File: src/rtl/rv32i_types.sv
// Shared CPU-side type definitions; this slice carries the memory arbiter's
// FSM state and port-identity types plus the grant-selection helper.
package rv32i_types;

    typedef enum logic [1:0] {
        IDLE   = 2'd0,
        I_BUSY = 2'd1,
        D_BUSY = 2'd2,
        DONE   = 2'd3
    } mem_arb_state_t;

    typedef enum logic {
        PORT_I = 1'b0,
        PORT_D = 1'b1
    } arb_port_t;

    // Fixed-priority pick between the two request ports; only meaningful
    // when at least one request is present.
    function automatic arb_port_t arb_pick(input logic d_priority,
                                           input logic inst_req,
                                           input logic data_req);
        if (data_req && (d_priority || !inst_req)) begin
            return PORT_D;
        end
        return PORT_I;
    endfunction

endpackage

File: src/rtl/mem_arbiter.sv
// Serialises instruction-fetch and data requests onto one memory port with
// fixed priority; every output is a flop so resp never loops back to the core.
module mem_arbiter
    import rv32i_types::*;
#(
    parameter int ADDR_W     = 32,
    parameter int DATA_W     = 32,
    parameter bit D_PRIORITY = 1'b1
) (
    input  logic                clk,
    input  logic                rst,
    input  logic                inst_read,
    input  logic [ADDR_W-1:0]   inst_addr,
    output logic [DATA_W-1:0]   inst_rdata,
    output logic                inst_resp,
    input  logic                data_read,
    input  logic                data_write,
    input  logic [ADDR_W-1:0]   data_addr,
    input  logic [DATA_W-1:0]   data_wdata,
    input  logic [DATA_W/8-1:0] data_mbe,
    output logic [DATA_W-1:0]   data_rdata,
    output logic                data_resp,
    output logic                pmem_read,
    output logic                pmem_write,
    output logic [ADDR_W-1:0]   pmem_addr,
    output logic [DATA_W-1:0]   pmem_wdata,
    output logic [DATA_W/8-1:0] pmem_mbe,
    input  logic [DATA_W-1:0]   pmem_rdata,
    input  logic                pmem_resp,
    output mem_arb_state_t      state_dbg
);

    localparam int MBE_W = DATA_W / 8;

    // Handshake: a port's request (and address) must stay stable from grant
    // until its resp pulse; pmem_read/pmem_write stay high with constant
    // addr/wdata/mbe until the single-cycle pmem_resp.

    mem_arb_state_t    state_q, state_d;
    arb_port_t         port_q, port_d;
    logic              abort_q, abort_d;
    logic              pmem_read_q, pmem_read_d;
    logic              pmem_write_q, pmem_write_d;
    logic [ADDR_W-1:0] pmem_addr_q, pmem_addr_d;
    logic [DATA_W-1:0] pmem_wdata_q, pmem_wdata_d;
    logic [MBE_W-1:0]  pmem_mbe_q, pmem_mbe_d;
    logic [DATA_W-1:0] inst_rdata_q, inst_rdata_d;
    logic              inst_resp_q, inst_resp_d;
    logic [DATA_W-1:0] data_rdata_q, data_rdata_d;
    logic              data_resp_q, data_resp_d;

    logic              data_req;
    logic              granted_req;
    logic [ADDR_W-1:0] granted_addr;

    assign data_req     = data_read | data_write;
    assign granted_req  = (port_q == PORT_D) ? data_req  : inst_read;
    assign granted_addr = (port_q == PORT_D) ? data_addr : inst_addr;

    always_comb begin
        state_d      = state_q;
        port_d       = port_q;
        abort_d      = abort_q;
        pmem_read_d  = pmem_read_q;
        pmem_write_d = pmem_write_q;
        pmem_addr_d  = pmem_addr_q;
        pmem_wdata_d = pmem_wdata_q;
        pmem_mbe_d   = pmem_mbe_q;
        inst_rdata_d = inst_rdata_q;
        data_rdata_d = data_rdata_q;
        inst_resp_d  = 1'b0;
        data_resp_d  = 1'b0;

        case (state_q)
            IDLE: begin
                abort_d = 1'b0;
                if (data_req || inst_read) begin
                    port_d = arb_pick(D_PRIORITY, inst_read, data_req);
                    if (port_d == PORT_D) begin
                        // A simultaneous read+write is treated as a write.
                        state_d      = D_BUSY;
                        pmem_write_d = data_write;
                        pmem_read_d  = !data_write;
                        pmem_addr_d  = data_addr;
                        pmem_wdata_d = data_wdata;
                        pmem_mbe_d   = data_write ? data_mbe : {MBE_W{1'b1}};
                    end else begin
                        state_d      = I_BUSY;
                        pmem_write_d = 1'b0;
                        pmem_read_d  = 1'b1;
                        pmem_addr_d  = inst_addr;
                        pmem_wdata_d = '0;
                        pmem_mbe_d   = {MBE_W{1'b1}};
                    end
                end
            end

            I_BUSY, D_BUSY: begin
                if (!granted_req || (granted_addr != pmem_addr_q)) begin
                    abort_d = 1'b1;
                end
                if (pmem_resp) begin
                    pmem_read_d  = 1'b0;
                    pmem_write_d = 1'b0;
                    state_d      = DONE;
                    if (port_q == PORT_D) begin
                        data_rdata_d = pmem_write_q ? '0 : pmem_rdata;
                    end else begin
                        inst_rdata_d = pmem_rdata;
                    end
                end
            end

            DONE: begin
                // Bubble cycle: the core sees resp while we sit in IDLE next.
                inst_resp_d = !abort_q && (port_q == PORT_I);
                data_resp_d = !abort_q && (port_q == PORT_D);
                abort_d     = 1'b0;
                state_d     = IDLE;
            end

            default: begin
                state_d = IDLE;
            end
        endcase
    end

    always_ff @(posedge clk or negedge rst) begin
        if (!rst) begin
            state_q      <= IDLE;
            port_q       <= PORT_I;
            abort_q      <= 1'b0;
            pmem_read_q  <= 1'b0;
            pmem_write_q <= 1'b0;
            pmem_addr_q  <= '0;
            pmem_wdata_q <= '0;
            pmem_mbe_q   <= '0;
            inst_rdata_q <= '0;
            inst_resp_q  <= 1'b0;
            data_rdata_q <= '0;
            data_resp_q  <= 1'b0;
        end else begin
            state_q      <= state_d;
            port_q       <= port_d;
            abort_q      <= abort_d;
            pmem_read_q  <= pmem_read_d;
            pmem_write_q <= pmem_write_d;
            pmem_addr_q  <= pmem_addr_d;
            pmem_wdata_q <= pmem_wdata_d;
            pmem_mbe_q   <= pmem_mbe_d;
            inst_rdata_q <= inst_rdata_d;
            inst_resp_q  <= inst_resp_d;
            data_rdata_q <= data_rdata_d;
            data_resp_q  <= data_resp_d;
        end
    end

    assign inst_rdata = inst_rdata_q;
    assign inst_resp  = inst_resp_q;
    assign data_rdata = data_rdata_q;
    assign data_resp  = data_resp_q;
    assign pmem_read  = pmem_read_q;
    assign pmem_write = pmem_write_q;
    assign pmem_addr  = pmem_addr_q;
    assign pmem_wdata = pmem_wdata_q;
    assign pmem_mbe   = pmem_mbe_q;
    assign state_dbg  = state_q;

    a_no_read_and_write: assert property (
        @(posedge clk) disable iff (!rst) !(data_read && data_write)
    );

endmodule
File: config.mk
export PLATFORM = sky130hd
export DESIGN_NAME = mem_arbiter
export DESIGN_NICKNAME = d
export VERILOG_FILES = /design/src/rtl/rv32i_types.sv /design/src/rtl/mem_arbiter.sv
export SDC_FILE = /design/constraint.sdc
export NUM_CORES = 1
export LEC_CHECK = 0
export CAP_MARGIN = 40
export CELL_PAD_IN_SITES_DETAIL_PLACEMENT = 1
export CELL_PAD_IN_SITES_GLOBAL_PLACEMENT = 2
export CORE_MARGIN = 4
export CORE_UTILIZATION = 26
export CTS_BUF_LIST = sky130_fd_sc_hd__clkbuf_16
export CTS_CLUSTER_SIZE = 30
export DETAILED_ROUTE_END_ITERATION = 8
export PLACE_DENSITY = 0.91
export SLEW_MARGIN = 10
export SYNTH_ARGS = -nofsm -noshare
export SYNTH_HDL_FRONTEND = slang
export SYNTH_SLANG_ARGS = --single-unit
File: constraint.sdc
create_clock -name clk -period 2.2 [get_ports clk]
set_input_delay 0.44 -clock clk [delete_from_list [all_inputs] [get_ports clk]]
set_output_delay 0.44 -clock clk [all_outputs]
set_load 0.02 [all_outputs]
Word-level counts from Yosys, hierarchy flattened
Cells that the tools add are included.

Register bits: 140. Output and inout port bits: 138. Word-level logic and storage cells: 66.

Equality and inequality tests: 7. Multiplexer cells: 29. Bitwise gates (word level): 2. Reduce and logical (&&, ||, !) cells: 16.

Operator list (number): $mux 32 (4); $ne 32x32->1 (1); $mux 1 (16); $reduce_and 3->1 (3); $mux 4 (2); $mux 2 (3); $ne 2x2->1 const B (3); $pmux 1 s2 (3); $pmux 2 s3 (1); $eq 2x2->1 const B (2); $reduce_and 2->1 (2); $reduce_or 2->1 (2); $logic_not 1->1 (3); $eq 2x1->1 const B (1); $logic_and 1x1->1 (2); $logic_not 2->1 (1); $logic_or 1x1->1 (2); $reduce_bool 2->1 (1); $not 1->1 (1); $or 1x1->1 (1).

Longest topological paths before layout
Gate-level depths: netlist of the first run.

Word-level depth: 10. Mapped depth: 8.

Worst setup path after synthesis of the first run
OpenSTA, ideal clock, no wires.

Path kind: register to register. Start point: reg state_q[0] (netlist: state_dbg[0]). End point: reg inst_rdata_q[10] (netlist: inst_rdata[10]). Arrival: 1.731 ns. Data required time: 2.075 ns. Path slack: 0.344 ns. Stages on the path, launching flop included: 7. Path through: dfrtp_1 > inv_1 > ha_1 > clkbuf_1 > nand3b_1 > buf_2 > mux2_2.

Word-level cells in the longest chain between the ends: 3. Elaborated cells on any way between the ends: 4.

RTL lines: start, declared (line mem_arbiter.sv:39) `mem_arb_state_t state_q, state_d;`; start signal, assigned (line mem_arbiter.sv:143) `state_q <= state_d;`; $eq 2x1->1 / $eq 2x2->1 (equally long branches) (line mem_arbiter.sv:74) `case (state_q)`; $reduce_or 2->1 (*) (line mem_arbiter.sv:74); $reduce_and 3->1 (no line) (*); end signal, assigned (line mem_arbiter.sv:151) `inst_rdata_q <= inst_rdata_d;`; end, declared (line mem_arbiter.sv:47) `logic [DATA_W-1:0] inst_rdata_q, inst_rdata_d;`.

Mark *: on every way between the ends. The rest lies on a longest branch, timed or not. A chain may end at the register's enable or synchronous reset.

Final worst setup path of the first run
Start point: reg port_q. End point: reg abort_q.

Word-level cells in the longest chain between the ends: 4. Elaborated cells on any way between the ends: 6.

RTL lines: start, declared (line mem_arbiter.sv:40) `arb_port_t port_q, port_d;`; start signal, assigned (line mem_arbiter.sv:144) `port_q <= port_d;`; $mux 32 / $mux 1 (equally long branches) (line mem_arbiter.sv:58, mem_arbiter.sv:57); $ne 32x32->1 / $logic_not 1->1 (equally long branches) (line mem_arbiter.sv:99) `if (!granted_req || (granted_addr != pmem_addr_q)) begin`; $logic_or 1x1->1 (*) (line mem_arbiter.sv:99); $ne 2x2->1 (no line) (*); end signal, assigned (line mem_arbiter.sv:145) `abort_q <= abort_d;`; end, declared (line mem_arbiter.sv:41) `logic abort_q, abort_d;`.

Marks and branches as above.

==> reports/qor.yml, run 1 <==
status: "completed"
ys_seq_area_frac: 0.555
p_sw_frac: 0.387
synth_seq_cells: 140
grt_max_degree: 65
crit_type: "flip-flop to flip-flop"
wire_per_inst_um: 18.1
finClkSkew_ns: 0.00961
postSynthCellCount: 550
firstDrtPassIters: 4
power.share.combinational: 0.516
synth_nets: 691
cts_tree: "built"
worstSkewPairLatency_ns: 0.41
maxSlewHeadroom: 0.685
grt_usage: 0.159
hp-start: "data_rdata[19]$_DFFE_PN0P_"
tns_ns: 0
layout_min_cycle_time_ns: 1.99
final_cell_mix: "clkdlybuf4s50_1 (274), dfrtp_1 (139), nand2_1 (69), o21ai_0 (69), mux2i_1 (64)"
die_h_um: 164
dp.cells: 1134
h-tree-depth: 4
fmax_ghz: 0.503
ir_drop_mv: 0.642
worstRegToRegCells: 7
clock-sinks: 140
start_util: 0.267
min_path_cells: 2
p_total_w: 0.0156
r2r_end: "abort_q$_DFFE_PN0P_"
drv_slew: 0
p_per_area_nw_per_um2: 1530
postCtsSetupRepairBufs: 0
cts_buffers: 17
drv_cap: 0
final_common_cell: "clkdlybuf4s50_1"
critPathMaxFanout: 30
synth_area_per_cell_um2: 11.5
io_pins: 276
dieArea_um2: 26900
yosysWarnings: 0
via_count: 5251
gr-total-overflow: 0
reg2reg_from: "port_q$_DFFE_PN0P_"
intPower_w: 0.00958
grt_antenna_before_repair: 1
synth_area_um2: 6320
dieWidth_um: 164
power_switching_w: 0.00605
ant_nets: 0
worstSetupEndpointType: "flip-flop"
cts.path.max_buffers: 2
clkPwrFrac: 0.189
area_delta_synth_final_pct: 62.2
critical_path_arrival_ns: 2.29
grt_pass1_wl_um: 33200
first_global_vias: 5822
num_rows: 56
hold_path_class: "flip-flop to flip-flop"
finalNetCount: 976
drive_gt1_frac: 0.110
hold_buffers: 1
finalSetupViolations: 0
synthDistinctLibCells: 34
core_um2: 23700
startpoint_type: "flip-flop"
dp_hpwl_um: 16000
cts_resized: 0
leakage_nw: 4.34
layout_setup_ws_ns: 0.211
pwr-share-seq: 0.295
post_drt_via_cell_ratio: 4.50
rsz0062_at_grt: "no"
instances_no_fill: 1167
io_buffers: 275
hold_ws_ns: 0.479
dp_slack_ns: 0.0285
worst_pin_slew_ns: 0.472
reg2reg_slack_ns: 0.21
finalCritPeriodShare: 0.904
worst_ep_required_time_ns: 2.50
routed_wl_um: 21100
holdPathEnd: "data_rdata[19]$_DFFE_PN0P_"
drc: 0
finalHoldViolCount: 0
globalplace.congestion: 0.786
clkTransAtPathRegs_ns: 0.06
root_buffer: "clkbuf_16"
drtIter0Drc: 183
## area by class of cell
type | count | area, µm²
clock inverter | 14 | 171
tap | 319 | 399
timing repair buffer | 300 | 3060
fill | 2610 | 13400
multi-input combinational | 371 | 2660
clock buffer | 17 | 425
sequential | 140 | 3500
antenna | 1 | 2.50
inverter | 5 | 18.8
## metrics by stage
stage	util	instance area, µm²
6_report	0.432	10200
5_1_grt	0.432	10200
4_1_cts	0.432	10200
3_5_place_dp	0.407	9630
3_3_place_gp	0.407	9630
2_1_floorplan	-	6320
## state kept, by name, summed over array words and instances, names as in the netlist
register / count
data_rdata: 32
pmem_addr: 32
abort_q: 1
inst_rdata: 32
inst_resp: 1
pmem_read: 1
port_q: 1
data_resp: 1
pmem_write: 1
pmem_mbe: 4
pmem_wdata: 32
state_dbg: 2
## synthesized netlist by cell type
master,instances,share of area
nand3b_1,1,0.0012
nand2b_1,34,0.034
nand3_1,2,0.0016
a31oi_1,1,0.00099
clkbuf_1,21,0.012
o22a_1,4,0.0055
and3b_1,1,0.0014
o31a_1,1,0.0014
a21boi_0,1,0.0012
buf_6,2,0.0036
mux2_2,32,0.057
or2_1,1,0.00099
inv_1,5,0.0030
nor3_1,3,0.0024
nor2_1,6,0.0036
xor2_1,2,0.0028
o21ai_0,69,0.055
a22o_1,32,0.044
a21oi_1,2,0.0016
a211oi_1,1,0.0012
nor3b_1,1,0.0012
o21a_1,1,0.0012
buf_2,10,0.0079
o211ai_1,1,0.0012
nand4_1,2,0.0020
nand2_1,69,0.041
a21o_1,1,0.0012
xnor2_1,29,0.040
nor4_1,6,0.0059
dfrtp_1,140,0.55
mux2i_1,64,0.10
clkbuf_2,1,0.00079
o21ai_1,1,0.00079
ha_1,3,0.0059
## power by group through the flow
stage | combinational, W | clock [W] | sequential, W
after floorplan | 0.00283 | 0 | 0.00600
after global placement | 0.00802 | 0 | 0.00458
after detailed placement | 0.00819 | 0 | 0.00465
after CTS | 0.00822 | 0.00305 | 0.00463
after global routing | 0.00867 | 0.00318 | 0.00480
final | 0.00807 | 0.00295 | 0.00461
## logic make-up (layout without fill, tap and decap cells)
group,after synthesis,after routing,synth area share
AO/OA/AOI/OAI,115,115,0.115
XOR/XNOR,31,31,0.0430
adder cells (fa/ha/maj),3,3,0.00594
buffers and inverters,39,336,0.0277
flip-flops,140,140,0.555
multiplexers,96,96,0.158
other,0,1,0
AND/OR/NAND/NOR,126,126,0.0949
## worst max-delay path, stage by stage, from the launching register on
cell and delay, ns:
dfrtp_2 0.38, buf_12 0.22, mux2i_1 0.25, xnor2_1 0.08
nor4_1 0.37, buf_4 0.18, nand4_1 0.08, o31a_1 0.27
## worst max-delay path by stage
stage / to / depth (start not counted) / from
2_1_floorplan: inst_rdata[10]$_DFFE_PN0P_ / 6 / state_dbg[0]$_DFFE_PN0P_
3_3_place_gp: abort_q$_DFFE_PN0P_ / 7 / data_addr[12]
3_5_place_dp: abort_q$_DFFE_PN0P_ / 7 / data_addr[12]
4_1_cts: abort_q$_DFFE_PN0P_ / 7 / port_q$_DFFE_PN0P_
5_1_grt: abort_q$_DFFE_PN0P_ / 7 / port_q$_DFFE_PN0P_
6_report: abort_q$_DFFE_PN0P_ / 7 / port_q$_DFFE_PN0P_
## layer usage
layer / routed length (µm) / part of all wire / track usage
met5: 0 / 0 / 0
met4: 382 / 0.018 / 0.0469
met3: 1730 / 0.082 / 0.0595
met2: 10100 / 0.48 / 0.259
met1: 8890 / 0.42 / 0.196
Power figures use the tool's default switching activity.
==> run 2: changes to the inputs <==
--- a/config.mk
+++ b/config.mk
@@ -14,7 +14,6 @@
 export CTS_CLUSTER_SIZE = 30
 export DETAILED_ROUTE_END_ITERATION = 8
 export PLACE_DENSITY = 0.91
-export SLEW_MARGIN = 10
 export SYNTH_ARGS = -nofsm -noshare
 export SYNTH_HDL_FRONTEND = slang
 export SYNTH_SLANG_ARGS = --single-unit
==> results of run 2 <==
Final layout, timing and power as in run 1 (identical DEF).
==> RTL edit 1: new RTL, flow settings as in run 1 <==
`data_rdata_q` no longer has a reset.
--- a/src/rtl/mem_arbiter.sv
+++ b/src/rtl/mem_arbiter.sv
@@ -139,3 +139,2 @@
             inst_resp_q  <= 1'b0;
-            data_rdata_q <= '0;
             data_resp_q  <= 1'b0;
@@ -152,5 +151,8 @@
             inst_resp_q  <= inst_resp_d;
-            data_rdata_q <= data_rdata_d;
             data_resp_q  <= data_resp_d;
         end
+    end
+
+    always_ff @(posedge clk) begin
+        data_rdata_q <= data_rdata_d;
     end
Behaviour: differs if rst is asserted again (counterexample within 4 cycles, from zero or initial values and one cycle with rst low); with rst held inactive, the same outputs for 4 cycles.
==> RTL edit 1 against run 1 <==
Via count decreased by 7.8%; total power shrank 6.8%; sequential cell count stayed put; first-iteration DRC count is 17% lower; clock skew is essentially flat; routed wire length is 6.5% lower; area after synthesis fell by 2.0%; core utilization fell by 0.68 points; critical path depth fell by 1; non-clock buffer count shrank 12; maximum frequency grew 0.85%; setup slack better by 0.017 ns; final area down 2.5%.
==> RTL edit 1: results (changes against run 1) <==
Outcome
  • Outcome: finished, final reports clean (unchanged)

Placement
  • RePlAce Congestion: 0.744 (was 0.786)
  • # port buffers: 275 (unchanged)
  • Detailed Place HPWL: 14,500 um (was 16,000 um)
  • Place WS: -0.0647 ns (was 0.0285 ns)

Detailed routing
  • DR top layer: met5 (was met4)
  • Vias per cell: 4.44 (was 4.50)
  • Met2 wire length: 9870 um (was 10,100 um)
  • Routed WL: 19,700 um (was 21,100 um)
  • Iter 0 DRT Violations: 151 (was 183)
  • Metal1 wirelength: 7920 um (was 8890 um)
  • WL met3: 1570 um (was 1730 um)

Worst setup path
  • Worst Reg2Reg Path Length in Cells: 6 (was 7)
  • Crit-path max FO: 18 (was 30)
  • Highest-delay cell along the critical path: dfrtp_2 (unchanged)
  • Top delay family on crit path: simple AND/OR/NAND/NOR gates (unchanged)
  • Worst EP arrival: 2.24 ns (was 2.29 ns)
  • Critical Path Max Stage Delay: 0.40 ns (was 0.38 ns)

Synth
  • Post-synthesis async set-or-reset flop share: 77.1% (was 100%)
  • Area share of fa/ha/maj cells after synthesis: 0.606% (was 0.594%)
  • Post-Synthesis Net Count: 616 (was 691)
  • Post-synthesis mux area share: 16.2% (was 15.8%)
  • Register area share after synthesis: 59.2% (was 55.5%)
  • Post-Synth XOR/XNOR Area: 4.53% (was 4.30%)
  • Post-synth EDFFs: 32 (was 0)
  • Post-synth top cells: dfrtp_1, mux2i_1, nand2_1 (was dfrtp_1, nand2_1, o21ai_0)
  • Number of distinct library cells after synthesis: 38 (was 34)
  • Top post-synthesis cells by area: dfrtp_1, edfxtp_1, mux2i_1 (was dfrtp_1, mux2i_1, mux2_2)
  • Compound-Gate Fraction of Synth Area: 9.10% (was 11.5%)
  • Main synth FF type: dfrtp_1 (unchanged)

STA
  • Hold slack: 0.0841 ns (was 0.479 ns)
  • Relative slew margins: 56.5% (was 68.5%)
  • Setup Skew: 0.00958 ns (was 0.00961 ns)
  • Setup ws final: 0.228 ns (was 0.211 ns)

Global routing
  • Met2 Use GR: 25.0% (was 25.9%)
  • Vias in the first global route: 5,181 (was 5,822)
  • Initial antenna violation count: 4 (was 1)
  • Largest net degree at the start of global routing: 109 (was 65)
  • GRT Util Overall: 14.8% (was 15.9%)
  • Met3 usage: 5.20% (was 5.95%)
  • Met1 usage: 17.8% (was 19.6%)
  • First-pass GRT wire length: 30,400 um (was 33,200 um)

Power
  • Lkg Pwr: 4.10 nW (was 4.34 nW)
  • Max IR drop VDD: 0.000457 V (was 0.000642 V)
  • Switch Pwr: 0.00560 W (was 0.00605 W)

Clock tree
  • Clk buf depth: 2 (unchanged)
  • Worst-path clk slew: 0.07 ns

Layout
  • Fillers: 2,497 (was 2,610)
  • Layout cells sized above 1: 10.9% (was 11.0%)
  • Final nets: 896 (was 976)

Hold path
  • HP Class: input port to async pin (was register to register)
[RTL edit 1: changes by cell type in the layout (fill, tap and decap cells not counted), sizes merged, moves of 24 or more]
| cell | delta |
|---|---|
| xnor2 | -24 |
| nor2b | +32 |
| xor2 | +25 |
| edfxtp | +32 |
| o21ai | -33 |
| dfrtp | -32 |
| nand2b | -33 |
| nand2 | -32 |
[RTL edit 1: final cells by class]
type                            instances  area [sq um]  area share (%)
Clock inverter                         15           178            1.78
Inverter                                4          15.0           0.150
Sequential cell                       140          3660            36.7
Multi-Input combinational cell        304          2370            23.8
Tap cell                              319           399            3.99
Timing Repair Buffer                  288          2930            29.3
Clock buffer                           17           425            4.26
Antenna cell                            3          7.51          0.0751
[RTL edit 1: stage by stage]
stage                     instance area, sq um  cells  utilization (%)
after floorplan                           6190    475                -
after global placement                    9370   1055             39.9
after detailed placement                  9370   1055             39.9
after CTS                                 9980   1087             42.5
after global routing                      9990   1090             42.6
final                                     9990   1090             42.6
[RTL edit 1: power groups by stage]
stage | Combinational [W] | Sequential (W) | Clock [W]
finish | 0.00711 | 0.00454 | 0.00291
global route | 0.00763 | 0.00472 | 0.00314
floorplan | 0.00253 | 0.00583 | 0
detailed placement | 0.00722 | 0.00459 | 0
CTS | 0.00725 | 0.00456 | 0.00303
global placement | 0.00709 | 0.00454 | 0
[RTL edit 1: repair_timing]
item                                   in CTS  in global routing
gates resized for setup                     1                  1
hold buffers                                0                  0
buffers inserted                            0                  0
setup endpoints to repair                   1                  1
endpoints found under the hold margin       0                  0
gates cloned                                0                  0
[RTL edit 1: cells by family after synthesis]
family          after synthesis
compound gates               81
xor+xnor                     32
fa+ha+maj                     3
buf+inv                      31
flops                       140
mux                          96
simple gates                 92
==> RTL edit 2: new RTL, flow settings as in run 1 <==
Made on the original files. `DATA_W`: 32 -> 28.
--- a/src/rtl/mem_arbiter.sv
+++ b/src/rtl/mem_arbiter.sv
@@ -6,3 +6,3 @@
     parameter int ADDR_W     = 32,
-    parameter int DATA_W     = 32,
+    parameter int DATA_W     = 28,
     parameter bit D_PRIORITY = 1'b1
Interface: changed (7 resized); port bits go from 276 to 254. No check against the original RTL was run, so the function may have changed too.
==> RTL edit 2 against run 1 <==
Via count down 7.0%; total power decreased by 7.5%; sequential cell count decreased by 13; final area down 8.1%; setup slack got worse by 0.091 ns; routed wire length is 7.6% lower; area after synthesis decreased by 7.6%; sequential share of layout area decreased by 0.45 points; clock skew hardly changed.
==> RTL edit 2: results (changes against run 1) <==
Outcome
  • Outcome: finished, final reports clean (unchanged)

Flow run
  • Maxcap violations: 0 (unchanged)

Detailed routing
  • Vias per cell: 4.61 (was 4.50)
  • Pre-Repair DR Iteration Count: 4 (unchanged)
  • Routed WL: 19,500 um (was 21,100 um)
  • Iter 0 DRT Violations: 158 (was 183)
  • Routed length per instance: 18.4 um (was 18.1 um)

Clock tree
  • Root buffer cell: clkbuf_16 (unchanged)
  • Post-CTS Hold Buffers: 1 (unchanged)
  • CTS resizes: 0 (unchanged)
  • Clk buf depth: 2 (unchanged)
  • Clk_lat worst skew: 0.41 ns (about the same)
  • CTS Buf Count: 17 (unchanged)
  • Worst-path clk slew: 0.06 ns (about the same)
  • # Post-CTS Setup Buffers: 0 (unchanged)
  • # H-tree levels: 4 (unchanged)

Global routing
  • Initial antenna violation count: 1 (unchanged)
  • First-pass GRT wire length: 30,000 um (was 33,200 um)
  • GRT Util Overall: 15.4% (was 15.9%)
  • Vias in the first global route: 5,242 (was 5,822)
  • Largest net degree at the start of global routing: 71 (was 65)

Synth
  • Area share of fa/ha/maj cells after synthesis: 0.644% (was 0.594%)
  • Syn Area/Cell: 11.4 sq um (was 11.5 sq um)
  • Number of distinct library cells after synthesis: 34 (unchanged)
  • Main synth FF type: dfrtp_1 (unchanged)
  • Register area share after synthesis: 54.5% (was 55.5%)
  • Post-Synthesis Net Count: 642 (was 691)
  • Post-synthesis mux area share: 16.4% (was 15.8%)
  • Post-Synth XOR/XNOR Area: 4.80% (was 4.30%)
  • Ys Warns: 0 (unchanged)
  • Post-synthesis async set-or-reset flop share: 100% (unchanged)
  • Compound-Gate Fraction of Synth Area: 11.3% (was 11.5%)
  • Top post-synthesis cells by area: dfrtp_1, mux2i_1, mux2_2 (unchanged)
  • Post-synth top cells: dfrtp_1, nand2_1, mux2i_1 (was dfrtp_1, nand2_1, o21ai_0)

Worst setup path
  • Crit-path max FO: 11 (was 30)
  • Worst EP arrival: 2.34 ns (was 2.29 ns)

Hold path
  • HP Class: register to register (unchanged)

STA
  • Setup Skew: 0.0100 ns (was 0.00961 ns)
  • Tightest Pin Transition: 0.479 ns (was 0.472 ns)
  • Slew Viols, Final: 0 (unchanged)

Placement
  • Placed Cells: 1,027 (was 1,134)
  • Post-DP Area: 8800 sq um (was 9630 sq um)
  • RePlAce Congestion: 0.751 (was 0.786)
  • # port buffers: 253 (was 275)
  • Detailed Place HPWL: 14,700 um (was 16,000 um)

Layout
  • Max reg flops: 32
  • Fillers: 2,388 (was 2,610)
  • # diodes: 0 (was 1)
  • Final nets: 899 (was 976)
  • Layout cells sized above 1: 10.6% (was 11.0%)

Power
  • Lkg Pwr: 4.06 nW (was 4.34 nW)
  • Max IR drop VDD: 0.000544 V (was 0.000642 V)
RTL edit 2: cell count changes after synthesis, sizes merged, moves of 5 or more:
cell | before | now
nand2b | 34 | 29
xor2 | 2 | 27
xnor2 | 29 | 5
dfrtp | 140 | 127
clkbuf | 22 | 15
buf | 12 | 17
o21ai | 70 | 65
RTL edit 2: cell families after synthesis:
kind of cell,count (synthesis)
multiplexers,92
AO/OA/AOI/OAI,104
adder cells (fa/ha/maj),3
XOR/XNOR,32
AND/OR/NAND/NOR,116
buffers and inverters,36
flip-flops,127
RTL edit 2: worst max-delay path: stages, from the launching register on:
cell     delay (ns)
dfrtp_2        0.55
buf_12         0.20
mux2i_1        0.21
xor2_1         0.26
nand4_1        0.14
nor4_1         0.39
a41oi_1        0.17
RTL edit 2: routing by layer:
metal | part of all wire, % | up-vias | global-route usage (%)
met3 | 8.8 | 19 | 6.29
met1 | 41 | 2383 | 18.6
met4 | 1.3 | 2 | 3.44
li1 | - | 2294 | -
met2 | 48 | 185 | 26.0
met5 | 0.087 | - | 0
RTL edit 2: worst paths after layout:
path | endpoint | slack (ns) | start | cells after the start
min in group asynchronous | pmem_mbe[2] | 0.53 | rst | 2
worst max-delay path | abort_q | 0.12 | port_q | 6
max in group asynchronous | data_rdata[23] | 0.97 | rst | 3
worst min register to register | data_rdata[22] | 0.48 | data_rdata[22] | 2
worst max register to register | abort_q | 0.12 | port_q | 6
worst min-delay path | data_rdata[22] | 0.48 | data_rdata[22] | 2
RTL edit 2: power by group:
group	internal, W	switching, W
combinational	0.00355	0.00373
clock	0.00180	0.00113
sequential	0.00346	0.000786
total	0.00881	0.00565
RTL edit 2: layout make-up:
| cell class | count | area [sq um] | area share (%) |
|---|---|---|---|
| Timing Repair Buffer | 270 | 2750 | 29.2 |
| Sequential cell | 127 | 3180 | 33.8 |
| Tap cell | 280 | 350 | 3.72 |
| Clock inverter | 15 | 184 | 1.95 |
| Inverter | 4 | 15.0 | 0.159 |
| Multi-Input combinational cell | 347 | 2510 | 26.7 |
| Clock buffer | 17 | 425 | 4.52 |
RTL edit 2: metrics by stage:
step	worst slack [ns]	utilization, %
global route	0.00837	42.9
floorplan	0.300	-
global placement	0.0139	40.1
CTS	0.0765	42.9
detailed placement	-0.0369	40.1
finish	0.120	42.9
